`src/rtl/custom_axi_engine.sv`:
```
// Iterative accumulate engine. A job adds step to a seed iter times and writes the
// sum into one of NUM_CH result channels. Overflow, zero-length jobs and abort end in ERROR.
module custom_axi_engine #(
  parameter int DATA_WIDTH = 32,
  parameter int NUM_CH     = 4,
  parameter int CNT_WIDTH  = 8
) (
  input  logic                         clk_i,
  input  logic                         rst_ni,
  input  logic                         start_i,
  input  logic [$clog2(NUM_CH)-1:0]    ch_sel_i,
  input  logic [DATA_WIDTH-1:0]        data_i,
  input  logic [DATA_WIDTH-1:0]        step_i,
  input  logic [CNT_WIDTH-1:0]         iter_i,
  input  logic                         abort_i,
  input  logic                         clear_err_i,
  output logic [1:0]                   status_o,
  output logic                         busy_o,
  output logic                         done_o,
  output logic [NUM_CH*DATA_WIDTH-1:0] result_o,
  output logic [NUM_CH-1:0]            result_valid_o,
  output logic [1:0]                   err_code_o,
  output logic [CNT_WIDTH-1:0]         iter_left_o
);

  localparam int CH_W = $clog2(NUM_CH);

  typedef enum logic [1:0] {
    S_IDLE  = 2'd0,
    S_BUSY  = 2'd1,
    S_DONE  = 2'd2,
    S_ERROR = 2'd3
  } state_t;

  localparam logic [1:0] ERR_NONE  = 2'd0;
  localparam logic [1:0] ERR_OVF   = 2'd1;
  localparam logic [1:0] ERR_ZERO  = 2'd2;
  localparam logic [1:0] ERR_ABORT = 2'd3;

  state_t                  state_reg;
  logic [DATA_WIDTH-1:0]   acc_reg;
  logic [DATA_WIDTH-1:0]   step_reg;
  logic [CH_W-1:0]         ch_reg;
  logic [CNT_WIDTH-1:0]    cnt_reg;
  logic [1:0]              err_reg;
  logic [DATA_WIDTH-1:0]   result_reg [NUM_CH];
  logic [NUM_CH-1:0]       valid_reg;

  logic [DATA_WIDTH:0]     sum_next;
  logic                    ch_ok;

  // The extra top bit of the sum is the carry that flags overflow.
  assign sum_next = {1'b0, acc_reg} + {1'b0, step_reg};
  assign ch_ok    = (int'(ch_sel_i) < NUM_CH);

  always_ff @(posedge clk_i or negedge rst_ni) begin
    if (!rst_ni) begin
      state_reg <= S_IDLE;
      acc_reg   <= '0;
      step_reg  <= '0;
      ch_reg    <= '0;
      cnt_reg   <= '0;
      err_reg   <= ERR_NONE;
      valid_reg <= '0;
      for (int i = 0; i < NUM_CH; i++) begin
        result_reg[i] <= '0;
      end
    end else begin
      case (state_reg)
        S_IDLE: begin
          if (start_i) begin
            if (iter_i == '0 || !ch_ok) begin
              state_reg <= S_ERROR;
              err_reg   <= ERR_ZERO;
            end else begin
              state_reg           <= S_BUSY;
              acc_reg             <= data_i;
              step_reg            <= step_i;
              cnt_reg             <= iter_i;
              ch_reg              <= ch_sel_i;
              valid_reg[ch_sel_i] <= 1'b0;
            end
          end
        end
        S_BUSY: begin
          // Abort outranks overflow, which outranks completion.
          if (abort_i) begin
            state_reg <= S_ERROR;
            err_reg   <= ERR_ABORT;
            cnt_reg   <= '0;
          end else if (sum_next[DATA_WIDTH]) begin
            state_reg <= S_ERROR;
            err_reg   <= ERR_OVF;
            cnt_reg   <= '0;
          end else begin
            acc_reg <= sum_next[DATA_WIDTH-1:0];
            cnt_reg <= cnt_reg - CNT_WIDTH'(1);
            if (cnt_reg == CNT_WIDTH'(1)) begin
              result_reg[ch_reg] <= sum_next[DATA_WIDTH-1:0];
              valid_reg[ch_reg]  <= 1'b1;
              state_reg          <= S_DONE;
            end
          end
        end
        S_DONE: begin
          state_reg <= S_IDLE;
        end
        S_ERROR: begin
          if (clear_err_i) begin
            state_reg <= S_IDLE;
            err_reg   <= ERR_NONE;
          end
        end
        default: state_reg <= S_IDLE;
      endcase
    end
  end

  generate
    for (genvar gi = 0; gi < NUM_CH; gi++) begin : g_result
      assign result_o[gi*DATA_WIDTH +: DATA_WIDTH] = result_reg[gi];
    end
  endgenerate

  assign status_o       = state_reg;
  assign busy_o         = (state_reg == S_BUSY);
  assign done_o         = (state_reg == S_DONE);
  assign result_valid_o = valid_reg;
  assign err_code_o     = err_reg;
  assign iter_left_o    = cnt_reg;

endmodule

```
`config.mk`:
```
export PLATFORM = sky130hd
export DESIGN_NAME = custom_axi_engine
export DESIGN_NICKNAME = d
export VERILOG_FILES = /design/src/rtl/custom_axi_engine.sv
export SDC_FILE = /design/constraint.sdc
export NUM_CORES = 1
export LEC_CHECK = 0
export BUFFER_PORTS_ARGS = -buffer_cell sky130_fd_sc_hd__buf_2
export CORE_MARGIN = 4
export CORE_UTILIZATION = 50
export CTS_CLUSTER_DIAMETER = 50
export DETAILED_ROUTE_END_ITERATION = 8
export PLACE_DENSITY = 0.86
export SETUP_SLACK_MARGIN = 0.02
export SYNTH_ARGS = -nofsm -noshare
export SYNTH_HDL_FRONTEND = slang
export SYNTH_SLANG_ARGS = --single-unit
```
`constraint.sdc`:
```
create_clock -name clk_i -period 3 [get_ports clk_i]
set_clock_uncertainty 0.05 [all_clocks]
set_input_delay 0.75 -clock clk_i [delete_from_list [all_inputs] [get_ports clk_i]]
set_output_delay 0.75 -clock clk_i [all_outputs]
set_load 0.01 [all_outputs]
```
==> impl.org <==
** GRT
- Entering global routing, the biggest net connects 65 pins.
- Antenna violations before repair :: 2
- Across every metal layer, demand over resource in global routing totals 25.3%.
- The first global-routing pass estimated 45.6 mm of wire.
- Total congestion overflow :: 0
- The via count of the first global-routing pass was approximately 8500.

** Placed design
- Instance area after placement :: 12200 sq um
- Once placement completed, the tool counted placed cells totaling between 1000 and 1500.
- Port buffering added between 200 and 250 buffers.
- The congestion estimate from routability-driven global placement came to 0.890.
- Post-detail-place hpwl :: about 19 mm

** Setup path
- The worst setup path is launched from a register.
- Timing startpoint of the critical path :: acc_reg[3]$_DFFE_PN0P_
- Reg-to-Reg Start :: acc_reg[3]$_DFFE_PN0P_
- Number of buffer and inverter stages on the critical path :: 2
- The endpoint identified for the worst register-to-register timing path is result_o[25]$_DFFE_PN0P_.
- STA classifies the critical path endpoint as a register.
- Path length in cells of the critical path :: 12
- The critical path is of the register to register type.
- STA puts the critical path data arrival time at about 3.6 ns.
- Data required time of the critical path :: 3.34 ns
- CP Max Fanout :: 8
- Worst reg2reg setup slack :: -0.30 ns
- Cell-by-cell listing of the critical path :: ha_1 -> o211ai_1 -> a21oi_4 -> o211ai_1 -> a21oi_2 -> a21oi_2 -> o22ai_4 -> nor2_4 -> nor4bb_4 -> buf_12 -> buf_12 -> mux2_2
- Worst setup path endpoint :: result_o[25]$_DFFE_PN0P_
- Crit-path slowest cell :: sky130_fd_sc_hd__dfrtp_1
- For the worst flop-to-flop path, the logic depth is 12.
- Slowest Stage Delay on Critical Path :: between 0.3 and 0.4 ns
- Gate family responsible for the most delay along the worst path :: compound AO/OA/AOI/OAI gates

** Yosys
- Summing every instance area after synthesis gives 10200 sq um.
- In this run, distinct cell masters in the synthesized netlist total between 70 and 80.
- Number of instances in the synthesized netlist :: about 850
- Post-synthesis average cell area :: 12.1 sq um
- Count of warnings emitted by yosys :: 0
- In the synthesized netlist the dominant register cell turns out to be sky130_fd_sc_hd__dfrtp_1.
- Post-synth EDFFs :: 0
- In this run, synthesis produced a sequential element count of 210.
- Summing the sequential cell areas from Yosys gives 51.3% of the chip area.
- Counting flops with an async set or reset pin after synthesis yields a share of 100%.
- Counting every net in the synthesized netlist gives 959.

** Clock tree
- Clock latency on the worst-skew pair, taken at its later pin, is 0.52 ns.
- No sink is reached through more buffers than the 3 on the longest clock path.
- Clock-pin slew on the worst setup and hold paths :: about 0.070 ns
- The number of clock buffers added by TritonCTS is 27.
- Post-CTS Hold Fix Bufs :: 0
- Max H-tree Level :: 1
- CTS placed an instance of sky130_fd_sc_hd__clkbuf_16 at the clock tree root.
- Clock tree from TritonCTS :: yes
- Clock sink count :: 210

** Layout
- Post-route cell area :: about 15000 sq um
- Compared with the post-synthesis result, the final layout area differs by 44.5%.
- Post-layout net count :: approximately 1300
- Final cell utilization of the core :: between 70 and 80%
- Diode count :: 0
- Flip-flop count of the largest register after layout :: approximately 130
- Number of standard cells in the final layout excluding fillers :: roughly 1500
- Of the cells placed in the final design, the portion with a size suffix greater than 1 is between 50 and 60%.

** Floorplanning
- Overall die width :: about 150 um
- From bottom edge to top edge, the die measures around 150 um.
- Core area :: 20200 sq um
- The floorplan has 52 rows.
- Effective utilization at floorplan :: between 50% and 60%
- The floorplan step defined a die boundary enclosing between 20000 and 25000 sq um.
- Boundary Pins :: between 200 and 250

** Flow run
- Maximum capacitance violations :: 0

** Detailed routing
- Final WL :: approximately 33 mm
- WL/cell :: 22.7 um
- Vias after detailed routing :: approximately 8500
- Using the TritonRoute via totals, the vias-per-cell ratio works out to between 5 and 6.
- Antenna viol nets, final :: 0
- DRC :: 0
- The pre-antenna-repair detailed-routing pass consisted of 5 iterations.
- DRC violation total after the first TritonRoute iteration :: between 500 and 600

** STA
- Number of max-slew violations in the final report :: 0
- At the pin with the least slew margin, the transition time is 0.752 ns.
- Final worst-path setup slack :: -0.298 ns
- Final sum of negative setup slack :: -29.90 ns
- After layout, the minimum clock period comes to ~3.3 ns.
- Setup repair after global routing could not meet its margin everywhere.
- Number of hold violations in the final report :: 0
- Setup violations remaining at the end of the flow were counted as roughly 170.
- Static timing analysis puts the maximum clock frequency at ~300 MHz.
- Period utilisation layout :: 110%
- Measured against its own limit, the worst slew margin works out to a little under 50%.

** Pwr
- Power density cells :: around 1400 nW/um^2
- Max rail drop VDD :: 716 uV
- Sum of internal, switching and leakage power :: 20500 uW
- For this design the static power due to leakage is 0.00772 uW.

** Run status
- Violations in the final reports :: setup timing
- The flow ran to the end, but the final reports show violations.

** Min path
- The tightest min-delay check is of the primary input to asynchronous set/reset pin type.
-- cell usage in the layout (no fill, tap or decap), drive strengths merged, types with 3 or more instances in the layout --
cell type,instances
buf,334
dfrtp,210
mux2,156
nand2,64
o21ai,43
clkbuf,41
a21oi,40
nor2,34
ha,34
mux2i,29
inv,28
xnor2,19
a21o,15
nor3,9
o211ai,8
nand4,7
xor2,7
o21a,6
nand2b,6
nor2b,6
a211oi,6
a31oi,5
o21bai,5
clkinv,5
a32oi,5
nand3,4
a211o,4
o22ai,4
and2,4
and3,3
o41a,3
a221o,3
a2111oi,3
a21boi,3
-- through the flow --
stage	worst slack, ns	hold WS (ns)
after global placement	-0.274	0.421
after detailed placement	-0.331	0.427
after CTS	-0.173	0.102
after floorplan	-0.0556	0.404
final	-0.298	0.103
after global routing	-0.306	0.122
-- report_power, final --
group / total (uW) / switching, uW / internal [uW]
clock network: 3250 / 1290 / 1960
logic: 12600 / 6740 / 5820
registers: 4680 / 806 / 3870
-- cells by family (layout without fill, tap and decap cells) --
group	after synthesis	after routing	share of synthesized area, %
simple gates	149	149	7.05
buf+inv	67	411	3.69
mux	185	185	20.0
fa+ha+maj	35	35	4.35
compound gates	173	175	11.4
xor+xnor	26	26	2.22
flops	210	210	51.3
-- repair_timing --
action                                  CTS  global route
setup buffers                            19            14
resized for setup                        71           197
gates cloned                              9             7
endpoints found under the setup margin  165           167
pin swaps                                14            53
-- how the worst min path moves through the flow --
stage	startpoint	endpoint	slack [ns]	cells past startpoint
2_1_floorplan	rst_ni	acc_reg[0]$_DFFE_PN0P_	0.40	0
3_3_place_gp	result_o[85]$_DFFE_PN0P_	result_o[85]$_DFFE_PN0P_	0.42	1
3_5_place_dp	acc_reg[23]$_DFFE_PN0P_	acc_reg[23]$_DFFE_PN0P_	0.43	2
4_1_cts	rst_ni	result_o[59]$_DFFE_PN0P_	0.10	1
5_1_grt	rst_ni	result_o[59]$_DFFE_PN0P_	0.12	1
6_report	rst_ni	result_o[87]$_DFFE_PN0P_	0.10	1
-- metal layers --
layer | share of wire (%) | routed length (um) | GRT usage, %
met5 | 0.021 | 7 | 0
met4 | 3.5 | 1180 | 6.35
met3 | 8.0 | 2630 | 5.45
met2 | 49 | 16200 | 43.0
met1 | 39 | 13100 | 33.1
-- final cells by class --
type | count | area, sq um
clock inverter | 14 | 154
fill | 1263 | 5380
sequential | 210 | 5260
clock buffer | 33 | 748
tap | 270 | 338
timing repair buffer | 342 | 2540
multi-input combinational | 570 | 5670
inverter | 22 | 82.6
-- cell usage after synthesis, types with 3 or more instances --
library cell | number | area (sq um)
sky130_fd_sc_hd__a211oi_1 | 6 | 45.0
sky130_fd_sc_hd__mux2_2 | 143 | 1610
sky130_fd_sc_hd__buf_6 | 16 | 180
sky130_fd_sc_hd__dfrtp_1 | 210 | 5260
sky130_fd_sc_hd__mux2i_1 | 29 | 290
sky130_fd_sc_hd__a211o_1 | 4 | 35.0
sky130_fd_sc_hd__a221o_1 | 3 | 30.0
sky130_fd_sc_hd__and3_1 | 3 | 18.8
sky130_fd_sc_hd__mux2_1 | 13 | 146
sky130_fd_sc_hd__nor2_1 | 33 | 124
sky130_fd_sc_hd__nor2b_1 | 6 | 37.5
sky130_fd_sc_hd__nor3_1 | 9 | 45.0
sky130_fd_sc_hd__nand4_1 | 6 | 37.5
sky130_fd_sc_hd__nand3_1 | 4 | 20.0
sky130_fd_sc_hd__o21ai_0 | 42 | 210
sky130_fd_sc_hd__inv_1 | 22 | 82.6
sky130_fd_sc_hd__nand2_1 | 64 | 240
sky130_fd_sc_hd__o211ai_1 | 8 | 60.1
sky130_fd_sc_hd__a21oi_1 | 40 | 200
sky130_fd_sc_hd__ha_1 | 34 | 425
sky130_fd_sc_hd__a31oi_1 | 5 | 31.3
sky130_fd_sc_hd__a21o_1 | 15 | 113
sky130_fd_sc_hd__o21bai_1 | 5 | 37.5
sky130_fd_sc_hd__clkbuf_1 | 24 | 90.1
sky130_fd_sc_hd__nand2b_1 | 6 | 37.5
sky130_fd_sc_hd__o22ai_1 | 3 | 18.8
sky130_fd_sc_hd__xnor2_1 | 19 | 166
sky130_fd_sc_hd__xor2_1 | 7 | 61.3
sky130_fd_sc_hd__o21a_1 | 6 | 45.0
sky130_fd_sc_hd__a32oi_1 | 5 | 43.8
No activity file was read; power rests on OpenSTA's default activity.
